--- src/rtl/seg_to_hex_capture.sv ---
// Samples an active-low 7-segment bus, waits for it to settle, and decodes the
// settled pattern to a hex digit delivered through a one-entry valid/ready buffer.
module seg_to_hex_capture #(
  parameter int STABLE_CYCLES = 4
) (
  input  logic       clk,
  input  logic       rst_n,
  input  logic [6:0] seg_i,
  output logic       out_valid,
  input  logic       out_ready,
  output logic [3:0] out_digit,
  output logic       out_blank,
  output logic       out_invalid,
  output logic [7:0] drop_cnt
);

  localparam logic [3:0] STABLE    = 4'(STABLE_CYCLES);
  localparam logic [3:0] STABLE_M1 = 4'(STABLE_CYCLES - 1);

  typedef enum logic {EMPTY, FULL} state_t;

  state_t     state;
  logic [6:0] seg_r;
  logic [6:0] last_pat;
  logic [3:0] cnt;
  logic [6:0] lit;
  logic       same;
  logic       settle;
  logic [3:0] dec_digit;
  logic       dec_blank;
  logic       dec_invalid;

  assign lit    = ~seg_r;
  assign same   = (seg_i == seg_r);
  assign settle = same && (cnt == STABLE_M1) && (seg_r != last_pat);

  always_comb begin
    dec_digit   = 4'h0;
    dec_blank   = 1'b0;
    dec_invalid = 1'b0;
    case (lit)
      7'h3F: dec_digit = 4'h0;
      7'h06: dec_digit = 4'h1;
      7'h5B: dec_digit = 4'h2;
      7'h4F: dec_digit = 4'h3;
      7'h66: dec_digit = 4'h4;
      7'h6D: dec_digit = 4'h5;
      7'h7D: dec_digit = 4'h6;
      7'h07: dec_digit = 4'h7;
      7'h7F: dec_digit = 4'h8;
      7'h6F: dec_digit = 4'h9;
      7'h77: dec_digit = 4'hA;
      7'h7C: dec_digit = 4'hB;
      7'h39: dec_digit = 4'hC;
      7'h5E: dec_digit = 4'hD;
      7'h79: dec_digit = 4'hE;
      7'h71: dec_digit = 4'hF;
      7'h00: dec_blank = 1'b1;
      default: dec_invalid = 1'b1;
    endcase
  end

  // last_pat advances on every settle, delivered or dropped, so each distinct
  // settled pattern yields exactly one event.
  always_ff @(posedge clk or negedge rst_n) begin
    if (!rst_n) begin
      seg_r    <= 7'h7F;
      cnt      <= 4'd0;
      last_pat <= 7'h7F;
    end else begin
      seg_r <= seg_i;
      if (!same)
        cnt <= 4'd1;
      else if (cnt < STABLE)
        cnt <= cnt + 4'd1;
      if (settle)
        last_pat <= seg_r;
    end
  end

  always_ff @(posedge clk or negedge rst_n) begin
    if (!rst_n) begin
      state       <= EMPTY;
      out_valid   <= 1'b0;
      out_digit   <= 4'h0;
      out_blank   <= 1'b0;
      out_invalid <= 1'b0;
      drop_cnt    <= 8'h00;
    end else begin
      case (state)
        EMPTY: begin
          if (settle) begin
            state       <= FULL;
            out_valid   <= 1'b1;
            out_digit   <= dec_digit;
            out_blank   <= dec_blank;
            out_invalid <= dec_invalid;
          end
        end
        FULL: begin
          if (settle) begin
            if (out_ready) begin
              out_digit   <= dec_digit;
              out_blank   <= dec_blank;
              out_invalid <= dec_invalid;
            end else if (drop_cnt != 8'hFF) begin
              drop_cnt <= drop_cnt + 8'h01;
            end
          end else if (out_ready) begin
            state     <= EMPTY;
            out_valid <= 1'b0;
          end
        end
        default: begin
          state     <= EMPTY;
          out_valid <= 1'b0;
        end
      endcase
    end
  end

endmodule

--- config.mk ---
export PLATFORM = sky130hd
export DESIGN_NAME = seg_to_hex_capture
export DESIGN_NICKNAME = d
export VERILOG_FILES = /design/src/rtl/seg_to_hex_capture.sv
export SDC_FILE = /design/constraint.sdc
export NUM_CORES = 1
export LEC_CHECK = 0
export CORE_ASPECT_RATIO = 0.6
export CORE_UTILIZATION = 40
export CTS_CLUSTER_DIAMETER = 40
export DETAILED_ROUTE_END_ITERATION = 8
export SLEW_MARGIN = 25
export SYNTH_ARGS = -nofsm -noshare
export SYNTH_HDL_FRONTEND = slang
export SYNTH_SLANG_ARGS = --single-unit
--- constraint.sdc ---
create_clock -name clk -period 8.5 [get_ports clk]
set_clock_uncertainty 0.2 [all_clocks]
set_input_delay 1.7 -clock clk [delete_from_list [all_inputs] [get_ports clk]]
set_output_delay 1.7 -clock clk [all_outputs]
set_load 0.1 [all_outputs]
==> out/summary.txt, run 1 <==
signed area change from the synthesized netlist to the final layout - 19.62%
number of gates given a new drive strength after cts - 0
type of the worst setup path - in2reg
sequential element share of the synthesized area - 45.39%
post-placement setup slack - 3.796 ns
Worst setup SP type - input port
Final HPWL DP - 2.821 mm
Total GRT Usage - 17.17%
sort of element at the end of the critical path - flip-flop
startpoint of the worst-slack reg-to-reg timing path - seg_r[3]
Lkg Pwr - 0.0009247 uW
wire length per cell - 15.11 um
CTS clock-pin slew for the worst setup and hold paths - 0.08 ns
worst rel slew slack - 34.44%
register-to-register setup slack - 5.28 ns
buffers inserted by post-CTS timing repair - 0
Achievable Freq - 227.6 MHz
number of filler instances in the final layout - 433
final WL - 3.914 mm
Root Buffer Master - sky130_fd_sc_hd__clkbuf_8
Site Rows - 19
number of antenna violations at the first check in global routing - 0
transition time of the tightest slew-check pin - 0.9803 ns
Max-Cap Viols - 0
number of enable-type register cells in the synthesized netlist - 0
worst-case hold path end point - out_digit[2]
cells after synthesis - 173
RSZ-0062 raised after global routing - false
Die Width - 91.28 um
TritonRoute pass-1 iters - 4
launch instance of the worst min-delay path - out_digit[2]
number of instances on the worst hold path - 1
vias in the first global route - 1382
reg2reg path depth - 8
share of synthesized registers carrying an async set or reset - 100.0%
largest net degree at the start of global routing - 35
Die Outline Area - 5072 um^2
number of warnings printed during yosys synthesis - 0
I/O Buffers - 24
fraction of final layout cells sized beyond drive strength 1 - 20.92%
endpoint of the worst-slack reg-to-reg timing path - out_digit[0]
required time of the worst setup path - 8.47 ns
H-tree Lvls - 2
setup slack after layout - 4.106 ns
overflow left after global routing - 0
mean cell area of the mapped netlist - 11.06 um^2
# DRC - 0
syn_nets - 187
number of buffers added by the clock tree synthesis step - 5
top flip-flop cell by instance count after synthesis - sky130_fd_sc_hd__dfrtp_1
number of DRC violations after detailed-routing iteration 0 - 75
status - finished, final reports clean
core region area - 4588 um^2
Longest Clk Path Bufs - 2
height of the chip - 55.57 um
area of the multi-input gates - 960.9 um^2
sink count of the clock tree - 34
Max IR drop VDD - 0.00007843 V
final hold vios - 0
number of diodes added for antenna fixing - 0
power density normalized to cell area - 175.3 nW/um^2
CTS tree - yes
total of hold buffers inserted after clock tree synthesis - 0
effective utilization at floorplan - 41.70%
crit share post-route - 51.69%
final total negative setup slack - 0 ns
total count of max-transition violations in the final report - 0
final setup fails - 0
Arr. time, crit path - 4.37 ns
NumNets Final - 209
FF+latch count, synth - 34
total number of vias - 1376
class of the worst hold path - reg2reg
mean number of vias per cell - 5.313
clk_lat worst skew - 0.29 ns
count of antenna-violating nets left after detailed routing - 0
wire length of the first global-routing pass - 6.713 mm
post-route minimum period - 4.394 ns
maximum fanout along the worst path - 11
area occupied by registers - 868.3 um^2
num ports - 25
placer congestion estimate - 0.7581
number of distinct library cells after synthesis - 48
post-synth design cell area - 1913 um^2
-- routing by layer --
metal / track usage (%) / up-vias / part of all wire [%]
met1: 24.03 / 685 / 51
li1: - / 652 / -
met3: 5.328 / 7 / 3.9
met5: 0 / - / 0
met2: 25.65 / 32 / 44
met4: 5.215 / 0 / 0.97
-- power by group --
part | switching (uW) | total, uW | internal, uW
combinational | 48.3 | 70.3 | 22.0
clock | 63.7 | 151 | 87.2
sequential | 10.2 | 180 | 170
-- synth_stat cells (5+ instances only) --
cell	n	area (um^2)
sky130_fd_sc_hd__dfstp_2	14	367.9
sky130_fd_sc_hd__nand2_1	11	41.29
sky130_fd_sc_hd__nand3_1	6	30.03
sky130_fd_sc_hd__xor2_1	11	96.34
sky130_fd_sc_hd__xnor2_1	8	70.07
sky130_fd_sc_hd__nor2_1	14	52.55
sky130_fd_sc_hd__dfrtp_1	20	500.5
sky130_fd_sc_hd__inv_1	5	18.77
sky130_fd_sc_hd__o21ai_0	7	35.03
sky130_fd_sc_hd__a21oi_1	6	30.03
sky130_fd_sc_hd__mux2_2	7	78.83
-- critical path, stage by stage --
cell	delay, ns
sky130_fd_sc_hd__clkdlybuf4s50_1	0.57
sky130_fd_sc_hd__xnor2_4	0.15
sky130_fd_sc_hd__nand4_4	0.15
sky130_fd_sc_hd__nor4_4	0.31
sky130_fd_sc_hd__nand2_1	0.16
sky130_fd_sc_hd__ha_1	0.21
sky130_fd_sc_hd__or3_1	0.53
sky130_fd_sc_hd__a41o_1	0.28
sky130_fd_sc_hd__o32a_1	0.32
-- stage by stage --
step	util (%)	hold slack, ns	instances	cell area (um^2)	total power [uW]
after floorplan	-	0.2795	173	1913	232.7
after global placement	47.40	0.2642	251	2175	252.2
after detailed placement	47.40	0.2684	251	2175	253.2
after CTS	49.88	0.2870	259	2288	407.3
after global routing	49.88	0.3204	259	2288	420.4
final	49.88	0.2794	259	2288	401.2
-- sequential cells by signal (all words and copies together) (netlist names) --
name,count
drop_cnt,8
last_pat,7
seg_r,7
cnt,4
out_digit,4
out_blank,1
out_invalid,1
out_valid,1
state,1
-- final cells by class --
class	instances	area share (%)
multi-input cells	124	41.99
repair buffers	25	10.83
flip-flops and latches	34	37.94
inverters	5	0.8201
well taps	63	3.445
clock buffers	5	3.007
clock inverters	3	1.968
-- cell families (layout without fill, tap and decap cells) --
logic type | count (synthesis) | in the layout | synth area share, %
AND/OR/NAND/NOR | 63 | 63 | 20.80
buffers and inverters | 15 | 38 | 4.382
multiplexers | 8 | 8 | 4.709
XOR/XNOR | 22 | 22 | 12.43
AO/OA/AOI/OAI | 27 | 27 | 9.680
flip-flops | 34 | 34 | 45.39
adder cells (fa/ha/maj) | 4 | 4 | 2.616
-- cell usage in the layout (no fill, tap or decap), types with 2 or more instances in the layout --
cell type / count
sky130_fd_sc_hd__ha_1: 4
sky130_fd_sc_hd__nand3_1: 6
sky130_fd_sc_hd__nor4_4: 2
sky130_fd_sc_hd__xnor2_1: 8
sky130_fd_sc_hd__nor2_1: 14
sky130_fd_sc_hd__clkbuf_8: 5
sky130_fd_sc_hd__xor2_1: 11
sky130_fd_sc_hd__mux2_2: 7
sky130_fd_sc_hd__xnor2_4: 2
sky130_fd_sc_hd__nand2_1: 11
sky130_fd_sc_hd__nand2b_1: 3
sky130_fd_sc_hd__nor3_1: 3
sky130_fd_sc_hd__nor4_1: 3
sky130_fd_sc_hd__clkinvlp_4: 2
sky130_fd_sc_hd__clkdlybuf4s50_1: 24
sky130_fd_sc_hd__a21o_1: 2
sky130_fd_sc_hd__nor3_2: 3
sky130_fd_sc_hd__nand3b_1: 2
sky130_fd_sc_hd__dfrtp_1: 20
sky130_fd_sc_hd__dfstp_2: 14
sky130_fd_sc_hd__a21oi_1: 6
sky130_fd_sc_hd__o21ai_0: 7
sky130_fd_sc_hd__inv_1: 5
sky130_fd_sc_hd__or3_1: 3
sky130_fd_sc_hd__nand4_1: 4
-- worst max path at each step --
stage,from,endpoint,slack (ns)
finish,seg_i[3],out_digit[0],4.11
global route,seg_i[3],out_digit[0],3.96
CTS,seg_i[3],out_digit[0],4.10
detailed placement,seg_i[3],out_digit[0],3.80
global placement,seg_i[1],out_digit[0],3.88
floorplan,seg_i[2],out_digit[0],4.60
(Power assumes the default switching activity.)
==> run 2, diff against run 1 <==
Clock period 8.5 ns to 3.8 ns, I/O delays scaled along.
==> run 2 against run 1 <==
Net effect:
- non-clock buffer count increased by 2
- clock-buffer cell count increased by 1
- first-iteration DRC count decreased by 24%
- die area unchanged
- critical path type unchanged
- largest power group unchanged
==> out/summary.txt, run 2 (same netlist as run 1, synthesis figures left out) <==
status - finished, final reports clean
sort of element at the end of the critical path - flip-flop
TritonRoute pass-1 iters - 4 (unchanged)
crit share post-route - 86.68%
most common library cell in the layout ignoring fill and taps - sky130_fd_sc_hd__clkdlybuf4s50_1
Max IR drop VDD - 0.0001811 V (+130%)
area of the multi-input gates - 960.9 um^2 (unchanged)
H-tree Lvls - 2 (unchanged)
library cell contributing the largest single delay on the critical path - sky130_fd_sc_hd__clkdlybuf4s50_1
power density normalized to cell area - 368.5 nW/um^2 (+110%)
maximum fanout along the worst path - 3 (-8)
effective utilization at floorplan - 41.70% (unchanged)
CTS clock-pin slew for the worst setup and hold paths - 0.07 ns (about the same)
number of antenna violations at the first check in global routing - 0 (unchanged)
Post-DP Area - 2185 um^2 (+0.46%)
Die Outline Area - 5072 um^2 (unchanged)
Placed Instances - 253 (+0.80%)
mean number of vias per cell - 5.276 (-0.69%)
startpoint of the worst-slack reg-to-reg timing path - seg_r[3]
buffer and inverter count on the worst path - 1 (unchanged)
CTS tree - yes
worst-case hold slack - 0.2467 ns (-0.03272 ns)
Longest Clk Path Bufs - 2 (unchanged)
transition time of the tightest slew-check pin - 0.9723 ns (-0.008066 ns)
wire length of the first global-routing pass - 6.534 mm (-2.7%)
height of the chip - 55.57 um (unchanged)
number of gates given a new drive strength after cts - 0 (unchanged)
registers with the most flip-flops - drop_cnt: 8 flops, last_pat: 7 flops, seg_r: 7 flops
Largest register FFs - 8 (unchanged)
Achievable Freq - 303.6 MHz
number of filler instances in the final layout - 418 (-3.5%)
fraction of final layout cells sized beyond drive strength 1 - 22.22% (+1.3 points)
Die Width - 91.28 um (unchanged)
worst rel slew slack - 34.98% (+0.54 points)
Root Buffer Master - sky130_fd_sc_hd__clkbuf_8
leading cell types in the layout, fill and taps excluded - sky130_fd_sc_hd__clkdlybuf4s50_1 (23), sky130_fd_sc_hd__dfrtp_1 (20), sky130_fd_sc_hd__nor2_1 (14), sky130_fd_sc_hd__dfstp_2 (14)
crit-path cells - clkdlybuf4s50_1 -> xnor2_4 -> nand4_4 -> nor4_4 -> nand2_1 -> ha_1 -> or3_1 -> a41o_1 -> o32a_1
sink count of the clock tree - 34 (unchanged)
vias in the first global route - 1398 (+1.2%)
RSZ-0062 raised after global routing - false
total of hold buffers inserted after clock tree synthesis - 0 (unchanged)
register with the most flip-flops - drop_cnt
largest net degree at the start of global routing - 24 (-31%)
type of the worst setup path - in2reg
Worst setup SP type - input port
NumNets Final - 211 (+0.96%)
class of the worst hold path - in2async
wire length per cell - 14.79 um (-2.2%)
endpoint of the worst-slack reg-to-reg timing path - out_digit[0]
final WL - 3.859 mm (-1.4%)
core region area - 4588 um^2 (unchanged)
final hold vios - 0 (unchanged)
count of antenna-violating nets left after detailed routing - 0 (unchanged)
clk_lat worst skew - 0.28 ns (about the same)
Max-Cap Viols - 0 (unchanged)
I/O Buffers - 24 (unchanged)
register-to-register setup slack - 0.73 ns (-4.55 ns)
required time of the worst setup path - 3.77 ns (-4.70 ns)
kind of cell adding the most delay to the critical path - simple AND/OR/NAND/NOR gates
area occupied by registers - 868.3 um^2 (unchanged)
placer congestion estimate - 0.7785 (+2.7%)
final total negative setup slack - 0 ns (unchanged)
post-route cell area - 2280 um^2 (-0.38%)
Lkg Pwr - 0.0009305 uW (+0.63%)
number of buffers added by the clock tree synthesis step - 5 (unchanged)
# DRC - 0 (unchanged)
Final HPWL DP - 2.878 mm (+2.0%)
final setup fails - 0 (unchanged)
fin util - 49.69% (-0.19 points)
post-route minimum period - 3.294 ns
total number of vias - 1377 (+0.073%)
num ports - 25 (unchanged)
Critical Path Max Stage Delay - 0.57 ns (about the same)
overflow left after global routing - 0 (unchanged)
number of diodes added for antenna fixing - 0 (unchanged)
buffers inserted by post-CTS timing repair - 0 (unchanged)
Arr. time, crit path - 3.26 ns (-1.11 ns)
total count of max-transition violations in the final report - 0 (unchanged)
filler-free cell count of the finished design - 261 (+0.77%)
reg2reg path depth - 8 (unchanged)
Total GRT Usage - 17.02% (-0.15 points)
Site Rows - 19 (unchanged)
signed area change from the synthesized netlist to the final layout - 19.16%
number of DRC violations after detailed-routing iteration 0 - 57 (-24%)
==> run 2: per-stage QoR <==
step	setup slack, ns	power, uW
floorplan	0.8382	520.5
global placement	0.2827	565.6
detailed placement	0.1910	568.9
CTS	0.4921	850.2
global route	0.4140	882.6
finish	0.5062	840.0
==> run 2: how the worst max path moves through the flow <==
stage                         from            to  slack [ns]  cells after the start
after floorplan           seg_i[2]  out_digit[0]        0.84                      8
after detailed placement  seg_i[3]  out_digit[0]        0.19                      9
final                     seg_i[3]  out_digit[0]        0.51                      9
after global placement    seg_i[1]  out_digit[0]        0.28                      9
after CTS                 seg_i[3]  out_digit[0]        0.49                      9
after global routing      seg_i[1]  out_digit[0]        0.41                      9
==> run 2: area by class of cell <==
class                      instances  share of cell area [%]
multi-input combinational        124                   42.15
inverter                           5                  0.8233
sequential                        34                   38.09
tap                               63                   3.458
clock buffer                       6                   3.622
timing repair buffer              27                   11.31
clock inverter                     2                  0.5488
==> run 2: worst register-to-register path: cells and delay by family, from the launching register on <==
family	cells	cell delay (ns)
AOI/OAI and AO/OA	2	0.57
xor gates and xnor gates	1	0.18
adders and majority gates	1	0.19
and+or+nand+nor	4	1.01
DFF	1	0.80
==> run 2: metal layers <==
metal  up-vias  track usage (%)  wire length [um]
met3         2            5.601               292
met2        47            25.00              1714
li1        658                -                 -
met1       670            23.60              1827
met5         -                0                 0
met4         0            6.122                24
==> run 2: where the power goes <==
| group | switching [uW] | total [uW] | internal [uW] |
|---|---|---|---|
| Clock | 132 | 278 | 146 |
| Sequential | 24.5 | 405 | 380 |
| Combinational | 108 | 158 | 49.3 |
| Total | 265 | 840 | 575 |
